### src/rtl/rx_frame_deframer.sv
// Receive deframer: hunts SOF in the RX FWFT FIFO, validates length/checksum/trailer,
// streams payload with valid/ready. Optional checksum word enabled by RX_CHECKSUM_EN.
module rx_frame_deframer (
  input  logic        clk160,
  input  logic        rst,
  input  logic [15:0] i_fifo_dout,
  input  logic        i_fifo_valid,
  output logic        o_fifo_rd,
  output logic [15:0] o_dataout,
  output logic        o_dataout_valid,
  output logic        o_dataout_sof,
  output logic        o_dataout_eof,
  input  logic        i_dataout_ready,
  output logic        o_frame_ok,
  output logic        o_frame_err,
  output logic [1:0]  o_err_code,
  output logic [15:0] o_frame_count,
  output logic [15:0] o_err_count
);

  localparam int unsigned W_DATA = 16;
  localparam int unsigned W_LEN  = 8;
  localparam int unsigned W_STAT = 16;

  localparam logic [W_DATA-1:0] SOF_WORD = 16'hBC3C;
  localparam logic [W_DATA-1:0] EOF_WORD = 16'hBCFD;
  localparam logic [W_LEN-1:0]  MAX_LEN  = 8'd128;
  localparam logic [W_STAT-1:0] STAT_MAX = 16'hFFFF;

  localparam logic [1:0] ERR_NONE = 2'd0;
  localparam logic [1:0] ERR_LEN  = 2'd1;
  localparam logic [1:0] ERR_CHK  = 2'd2;
  localparam logic [1:0] ERR_EOF  = 2'd3;

  typedef enum logic [2:0] {
    S_IDLE = 3'd0,
    S_HDR  = 3'd1,
    S_PAY  = 3'd2,
`ifdef RX_CHECKSUM_EN
    S_CHK  = 3'd4,
`endif
    S_TRL  = 3'd3
  } state_t;

  state_t             r_state;
  state_t             w_state_nxt;

  logic [W_LEN-1:0]   r_cnt;
  logic               r_first;
  logic [W_DATA-1:0]  r_dout;
  logic               r_dout_valid;
  logic               r_sof;
  logic               r_eof;
  logic               r_ok;
  logic               r_err;
  logic [1:0]         r_err_code;
  logic [W_STAT-1:0]  r_frame_count;
  logic [W_STAT-1:0]  r_err_count;

  logic               w_pop;
  logic               w_hdr_load;
  logic               w_pay_load;
  logic               w_ok_set;
  logic               w_err_set;
  logic [1:0]         w_err_code;
  logic [W_LEN-1:0]   w_len;
  logic               w_mismatch;

`ifdef RX_CHECKSUM_EN
  logic [W_DATA-1:0]  r_acc;
  logic               r_mismatch;
  logic               w_chk_pop;

  assign w_mismatch = r_mismatch;
`else
  assign w_mismatch = 1'b0;
`endif

  assign w_len = i_fifo_dout[W_LEN-1:0];

  // Only payload pops are throttled by the downstream register
  assign w_pop = i_fifo_valid &&
                 ((r_state != S_PAY) || !r_dout_valid || i_dataout_ready);

  assign o_fifo_rd = w_pop;

  // State register
  always_ff @(posedge clk160 or posedge rst) begin
    if (rst) begin
      r_state <= S_IDLE;
    end else begin
      r_state <= w_state_nxt;
    end
  end

  // Next state and per-pop strobes; nothing advances without a consumed word
  always_comb begin
    w_state_nxt = r_state;
    w_hdr_load  = 1'b0;
    w_pay_load  = 1'b0;
    w_ok_set    = 1'b0;
    w_err_set   = 1'b0;
    w_err_code  = ERR_NONE;
`ifdef RX_CHECKSUM_EN
    w_chk_pop   = 1'b0;
`endif
    if (w_pop) begin
      unique case (r_state)
        S_IDLE: begin
          if (i_fifo_dout == SOF_WORD) begin
            w_state_nxt = S_HDR;
          end
        end
        S_HDR: begin
          if ((w_len == 8'd0) || (w_len > MAX_LEN)) begin
            w_err_set   = 1'b1;
            w_err_code  = ERR_LEN;
            w_state_nxt = S_IDLE;
          end else begin
            w_hdr_load  = 1'b1;
            w_state_nxt = S_PAY;
          end
        end
        S_PAY: begin
          w_pay_load = 1'b1;
          if (r_cnt == 8'd1) begin
`ifdef RX_CHECKSUM_EN
            w_state_nxt = S_CHK;
`else
            w_state_nxt = S_TRL;
`endif
          end
        end
`ifdef RX_CHECKSUM_EN
        S_CHK: begin
          w_chk_pop   = 1'b1;
          w_state_nxt = S_TRL;
        end
`endif
        S_TRL: begin
          w_state_nxt = S_IDLE;
          if (i_fifo_dout != EOF_WORD) begin
            w_err_set  = 1'b1;
            w_err_code = ERR_EOF;
          end else if (w_mismatch) begin
            w_err_set  = 1'b1;
            w_err_code = ERR_CHK;
          end else begin
            w_ok_set   = 1'b1;
          end
        end
        default: begin
          w_state_nxt = S_IDLE;
        end
      endcase
    end
  end

  // Payload down-counter and first-word marker
  always_ff @(posedge clk160 or posedge rst) begin
    if (rst) begin
      r_cnt   <= '0;
      r_first <= 1'b0;
    end else if (w_hdr_load) begin
      r_cnt   <= w_len;
      r_first <= 1'b1;
    end else if (w_pay_load) begin
      r_cnt   <= r_cnt - 8'd1;
      r_first <= 1'b0;
    end
  end

  // Output register: held while valid and not ready
  always_ff @(posedge clk160 or posedge rst) begin
    if (rst) begin
      r_dout       <= '0;
      r_dout_valid <= 1'b0;
      r_sof        <= 1'b0;
      r_eof        <= 1'b0;
    end else if (w_pay_load) begin
      r_dout       <= i_fifo_dout;
      r_dout_valid <= 1'b1;
      r_sof        <= r_first;
      r_eof        <= (r_cnt == 8'd1);
    end else if (i_dataout_ready) begin
      r_dout_valid <= 1'b0;
    end
  end

  // Status pulses, sticky error code and saturating statistics
  always_ff @(posedge clk160 or posedge rst) begin
    if (rst) begin
      r_ok          <= 1'b0;
      r_err         <= 1'b0;
      r_err_code    <= ERR_NONE;
      r_frame_count <= '0;
      r_err_count   <= '0;
    end else begin
      r_ok  <= w_ok_set;
      r_err <= w_err_set;
      if (w_err_set) begin
        r_err_code <= w_err_code;
        if (r_err_count != STAT_MAX) begin
          r_err_count <= r_err_count + 16'd1;
        end
      end
      if (w_ok_set && (r_frame_count != STAT_MAX)) begin
        r_frame_count <= r_frame_count + 16'd1;
      end
    end
  end

`ifdef RX_CHECKSUM_EN
  // Running XOR over header and payload, compared against the checksum word
  always_ff @(posedge clk160 or posedge rst) begin
    if (rst) begin
      r_acc      <= '0;
      r_mismatch <= 1'b0;
    end else begin
      if (w_hdr_load) begin
        r_acc <= i_fifo_dout;
      end else if (w_pay_load) begin
        r_acc <= r_acc ^ i_fifo_dout;
      end
      if (w_chk_pop) begin
        r_mismatch <= (i_fifo_dout != r_acc);
      end
    end
  end
`endif

  assign o_dataout       = r_dout;
  assign o_dataout_valid = r_dout_valid;
  assign o_dataout_sof   = r_sof;
  assign o_dataout_eof   = r_eof;
  assign o_frame_ok      = r_ok;
  assign o_frame_err     = r_err;
  assign o_err_code      = r_err_code;
  assign o_frame_count   = r_frame_count;
  assign o_err_count     = r_err_count;

endmodule

### config.mk
export PLATFORM = sky130hd
export DESIGN_NAME = rx_frame_deframer
export DESIGN_NICKNAME = d
export VERILOG_FILES = /design/src/rtl/rx_frame_deframer.sv
export SDC_FILE = /design/constraint.sdc
export NUM_CORES = 1
export LEC_CHECK = 0
export BUFFER_PORTS_ARGS = -buffer_cell sky130_fd_sc_hd__buf_2
export CAP_MARGIN = 30
export CORE_ASPECT_RATIO = 0.5
export CORE_MARGIN = 2
export CORE_UTILIZATION = 40
export DETAILED_ROUTE_END_ITERATION = 7
export PLACE_DENSITY = 0.63
export SLEW_MARGIN = 20
export SYNTH_ARGS = -nofsm -noshare
export SYNTH_HDL_FRONTEND = slang
export SYNTH_SLANG_ARGS = --single-unit
### constraint.sdc
create_clock -name clk160 -period 2.6 [get_ports clk160]
set_input_delay 0.78 -clock clk160 [delete_from_list [all_inputs] [get_ports clk160]]
set_output_delay 0.78 -clock clk160 [all_outputs]
set_load 0.005 [all_outputs]
### Word level (Yosys, flattened, before mapping)

Cells that the tools add are included.

| storage, ports and cells | value |
|---|---|
| register bits | 67 |
| output and inout bits | 56 |
| word-level logic and storage cells | 65 |

| cells by class | value |
|---|---|
| equality and inequality tests | 11 |
| mux-type cells | 26 |
| $lt $le $gt $ge | 1 |
| reduce and logical (&&, ||, !) cells | 12 |
| add/subtract/negate cells | 3 |

Operator list:

| cell | count |
|---|---|
| 16-bit != test (second input constant) | 3 |
| 16-bit by 1-bit adder with 16-bit output (second input constant) | 2 |
| 16-bit equality test (second input constant) | 1 |
| 1-bit 2-to-1 mux | 16 |
| 8-bit 2-to-1 mux | 2 |
| 3-bit one-hot mux with 3 select lines | 1 |
| 8-bit by 1-bit equality test with 1-bit output (second input constant) | 1 |
| 8-bit > comparator (second input constant) | 1 |
| 8-bit zero test | 1 |
| 8-bit by 1-bit subtractor with 8-bit output (second input constant) | 1 |
| 3-bit by 2-bit equality test with 1-bit output (second input constant) | 2 |
| 2-bit 2-to-1 mux | 3 |
| 3-bit 2-to-1 mux | 2 |
| 2-bit != test (second input constant) | 2 |
| 2-bit one-hot mux with 2 select lines | 1 |
| 2-bit nonzero test | 2 |
| 3-bit by 1-bit equality test with 1-bit output (second input constant) | 1 |
| 3-bit zero test | 1 |
| 1-bit logical OR | 3 |
| 3-bit by 2-bit != test with 1-bit output (second input constant) | 1 |
| 3-bit AND reduction | 1 |
| 1-bit logical AND | 2 |
| 1-bit one-hot mux with 2 select lines | 1 |
| 2-bit AND reduction | 1 |
| 1-bit zero test | 1 |

### Logic depth before layout (Yosys ltp)

| depth | value |
|---|---|
| word-level depth | 7 |
| gate-level depth with buffers | 8 |

### Worst setup path after synthesis

Ideal clock, no wire load.

| path | value |
|---|---|
| path kind | input-to-reg |
| start | in i_fifo_dout[2] |
| end | reg r_err_count[1], in the netlist o_err_count[1] |
| library setup time | 125 ps |
| arrival | 2506 ps |
| stages on the path | 6 |
| path buffers | 1 |
| setup slack | -31 ps |
| path through | or4_4 or4_4 o211a_1 buf_6 nor2_1 mux2_2 |

| between the ends | value |
|---|---|
| longest elaborated chain between the ends | 6 |
| elaborated cells between the ends (all ways) | 9 |
| classes of those cells | 1 x order compare; 1 x eq/ne; 4 x mux; 3 x reduce/logical |

Ends and longest elaborated chain:

| what | line | RTL |
|---|---|---|
| from (decl) | 6 | `input logic [15:0] i_fifo_dout,` |
| 8-bit > comparator or 8-bit zero test (tied branches) | 115 | `if ((w_len == 8'd0) \|\| (w_len > MAX_LEN)) begin` |
| 1-bit logical OR | 115 |  |
| 1-bit 2-to-1 mux | 115 |  |
| 1-bit one-hot mux with 2 select lines (*) | 108 | `unique case (r_state)` |
| 1-bit 2-to-1 mux (*) | 107 | `if (w_pop) begin` |
| 2-bit AND reduction (no source line) (*) | - |  |
| to (signal assigned) | 204 | `r_err_count <= r_err_count + 16'd1;` |
| to (decl) | 58 | `logic [W_STAT-1:0] r_err_count;` |

Mark *: on every way between the ends. The rest lies on a longest branch, timed or not.
A chain may end at the register's enable or synchronous reset.

### Worst setup path after layout

Ends and elaborated chain as after synthesis.

==> flow_metrics.env <==
export IMPL_status="complete, no violations"
export IMPL_antenna_found_initial=0
export IMPL_rsz0062_at_grt="no"
export IMPL_final_nets=432
export IMPL_p_leak_nw=2.22
export IMPL_synth_main_ff_cell="dfrtp_1"
export IMPL_first_pass_iters=4
export IMPL_die_area_um2=8560
export IMPL_grt_max_degree=67
export IMPL_tightest_slew_ns=0.568
export IMPL_ys_top_cells_by_count="nand2_1 (77), dfrtp_1 (66), xor2_1 (20)"
export IMPL_yosysWarnings=0
export IMPL_path_buf_inv=2
export IMPL_io_pins=76
export IMPL_numCtsBuffers=9
export IMPL_critical_path_top_delay_family="simple AND/OR/NAND/NOR gates"
export IMPL_synth_async_reset_ratio_pct=100
export IMPL_vias=2599
export IMPL_yosysTopAreaCellShare_pct=53.0
export IMPL_start_util_pct=42.0
export IMPL_vdd_drop_max_mv=0.332
export IMPL_dp_worst_setup_slack_ns=-0.179
export IMPL_port_buffers=75
export IMPL_area_growth_syn_to_layout_pct=29.1
export IMPL_finClkSkew_ns=0.00718
export IMPL_cp_endpoint="o_err_count[1]$_DFFE_PP0P_"
export IMPL_final_area_um2=4030
export IMPL_fin_crit_sh_pct=94.5
export IMPL_post_synth_top_count_cell="nand2_1"
export IMPL_rows=22
export IMPL_fmax_mhz=407
export IMPL_drive_gt1_share_pct=29.3
export IMPL_diodes=0
export IMPL_cellPowerDensity_nw_per_um2=562
export IMPL_netlist_cell_type_count=42
export IMPL_crit_fanout=10
export IMPL_wl_um=7060
export IMPL_maxCapViolations=0
export IMPL_hold_viol_final=0
export IMPL_cp_depth=7
export IMPL_cts_root_buf="clkbuf_16"
export IMPL_cp_slowest_cell="or4_4"
export IMPL_syn_nets=337
export IMPL_syn_area_per_cell_um2=9.96
export IMPL_start_kind="primary input"
export IMPL_insertion_delay_ns=0.32
export IMPL_netlist_area_um2=3120
export IMPL_grt_pass1_wl_um=12100
export IMPL_required_ns=2.81
export IMPL_wire_per_inst_um=13.9
export IMPL_clk_pin_slew_ns=0.06
export IMPL_fin_cells=509
export IMPL_placedInstanceArea_um2=3740
export IMPL_gp_congestion=0.813
export IMPL_dieHeight_um=66.4
export IMPL_rr_startpoint="o_frame_count[0]$_DFFE_PP0P_"
export IMPL_h_tree_depth=3
export IMPL_coreArea_um2=7430
export IMPL_rr_worst_depth=6
export IMPL_cts_setup_buffers=0
export IMPL_fp_dieW_um=129
export IMPL_first_global_vias=2506
export IMPL_cp_cell_sequence="buf_2 > or4_4 > or4_4 > o211a_1 > buf_12 > nor2_2 > mux2_2"
export IMPL_cts_tree="yes"
export IMPL_min_path_type="register to register"
export IMPL_r2r_setup_slack_ns=0.50
export IMPL_end_kind="register"
export IMPL_ant_nets=0
export IMPL_syn_inst=313
export IMPL_yosys_register_bits=66
export IMPL_worst_path_most_repeated_cell="or4_4"
export IMPL_dp_hpwl_um=5160
export IMPL_hold_path_startpoint="o_dataout_eof$_DFFE_PP0P_"
export IMPL_synth_edf_count=0
export IMPL_worstSetupStartpoint="i_fifo_dout[2]"
export IMPL_clock_path_buffers=2
export IMPL_r2r_end="o_frame_count[1]$_DFFE_PP0P_"
export IMPL_critPathKind="primary input to register"
export IMPL_synth_largest_area_cell="dfrtp_1"
export IMPL_min_period_ns=2.46
export IMPL_synth_top_cells_by_area="dfrtp_1 (53%), nand2_1 (9.3%), xor2_1 (5.6%)"
export IMPL_drc=0
export IMPL_gr_total_overflow=0
export IMPL_cts_resized=0
export IMPL_report_final_slew_viol_count=0
export IMPL_cpPeakStageDelay_ns=0.55
export IMPL_clock_sink_count=66
export IMPL_grtUsageTotal_pct=18.4
export IMPL_setup_violations=0
export IMPL_n_fill_cell=670
export IMPL_drt_iter0_drc=213
export IMPL_ys_seq_area_share_pct=53.0
export IMPL_vias_per_cell=5.11
export IMPL_final_setup_worst_slack_ns=0.144
export IMPL_cts_hold_buf=0
export IMPL_arrival_ns=2.66
export IMPL_place_inst=493
export IMPL_relSlewSlack_pct=61.6
export IMPL_hold_slack_ns=0.462
[worst register-to-register path: cells and delay by family (launching register included)]
family	cells	cell delay (ns)
adder cells (fa/ha/maj)	1	0.21
buffers and inverters	1	0.21
flip-flops	1	0.41
multiplexers	1	0.36
AND/OR/NAND/NOR	3	0.79
[layout by cell type, fill, tap and decap left out, drive strengths merged, types with 2 or more instances in the layout]
cell    synthesis  final
a221o           2      2
clkbuf          9     10
nand2          77     77
a22o            2      2
nor2b           3      3
nand4          10     10
mux2            3      3
or4             5      5
nand3b          3      3
clkinv          0      4
or3             3      3
xor2           20     20
nand3          18     18
xnor2           9      9
buf             1     94
dfrtp          66     66
nand4b          2      2
o21ai           4      4
nand2b          2      2
nor2           14     14
nor4            4      4
and3b           2      2
and4            4      4
and3            6      6
ha              4      4
o211ai          5      5
inv            10     10
nor3           15     15
[metal layers]
layer	routed length (um)	GRT usage, %	part of all wire [%]
met5	0	0	0
met4	27	5.71	0.38
met3	263	5.50	3.7
met2	3250	28.1	46
met1	3510	25.3	50
[through the flow]
stage                     util, %  power (mW)  setup TNS [ns]
after CTS                    54.2        2.30               0
after global placement       50.3        1.12           -1.11
after floorplan                 -        1.07               0
final                        54.2        2.26               0
after detailed placement     50.3        1.12           -1.51
after global routing         54.2        2.35               0
[sequential cells by signal (all words and copies together) (netlist names), 2 cells and up]
register,cells
o_dataout,16
o_err_code,2
o_err_count,16
o_frame_count,16
r_cnt,8
r_state,2
[power by group]
group / internal [mW] / switching, mW
clock: 0.735 / 0.429
sequential: 1.03 / 0.000937
combinational: 0.0269 / 0.0407
[cell families after synthesis]
| kind of cell | after synthesis | share of synthesized area, % |
|---|---|---|
| adders and majority gates | 4 | 1.61 |
| muxes | 3 | 1.20 |
| AOI/OAI and AO/OA | 20 | 4.94 |
| DFF | 66 | 53.0 |
| xor gates and xnor gates | 29 | 8.15 |
| buffers and inverters | 20 | 2.81 |
| and+or+nand+nor | 171 | 28.3 |
[layout make-up]
type	instances	area, um2	area share, %
timing repair buffer	94	543	13.5
sequential	66	1650	41.0
clock inverter	6	57.6	1.43
tap	96	120	2.98
clock buffer	10	229	5.69
inverter	10	42.5	1.06
multi-input combinational	227	1380	34.3
[worst min-delay path by stage]
stage	endpoint	slack, ns	cells after the start
CTS	o_dataout_eof$_DFFE_PP0P_	0.47	2
global route	o_err_code[0]$_DFFE_PP0P_	0.48	1
detailed placement	o_err_code[0]$_DFFE_PP0P_	0.46	1
global placement	o_dataout_eof$_DFFE_PP0P_	0.45	2
floorplan	o_dataout_sof$_DFFE_PP0P_	0.44	2
finish	o_dataout_eof$_DFFE_PP0P_	0.46	2
No activity file was read; power rests on OpenSTA's default activity.
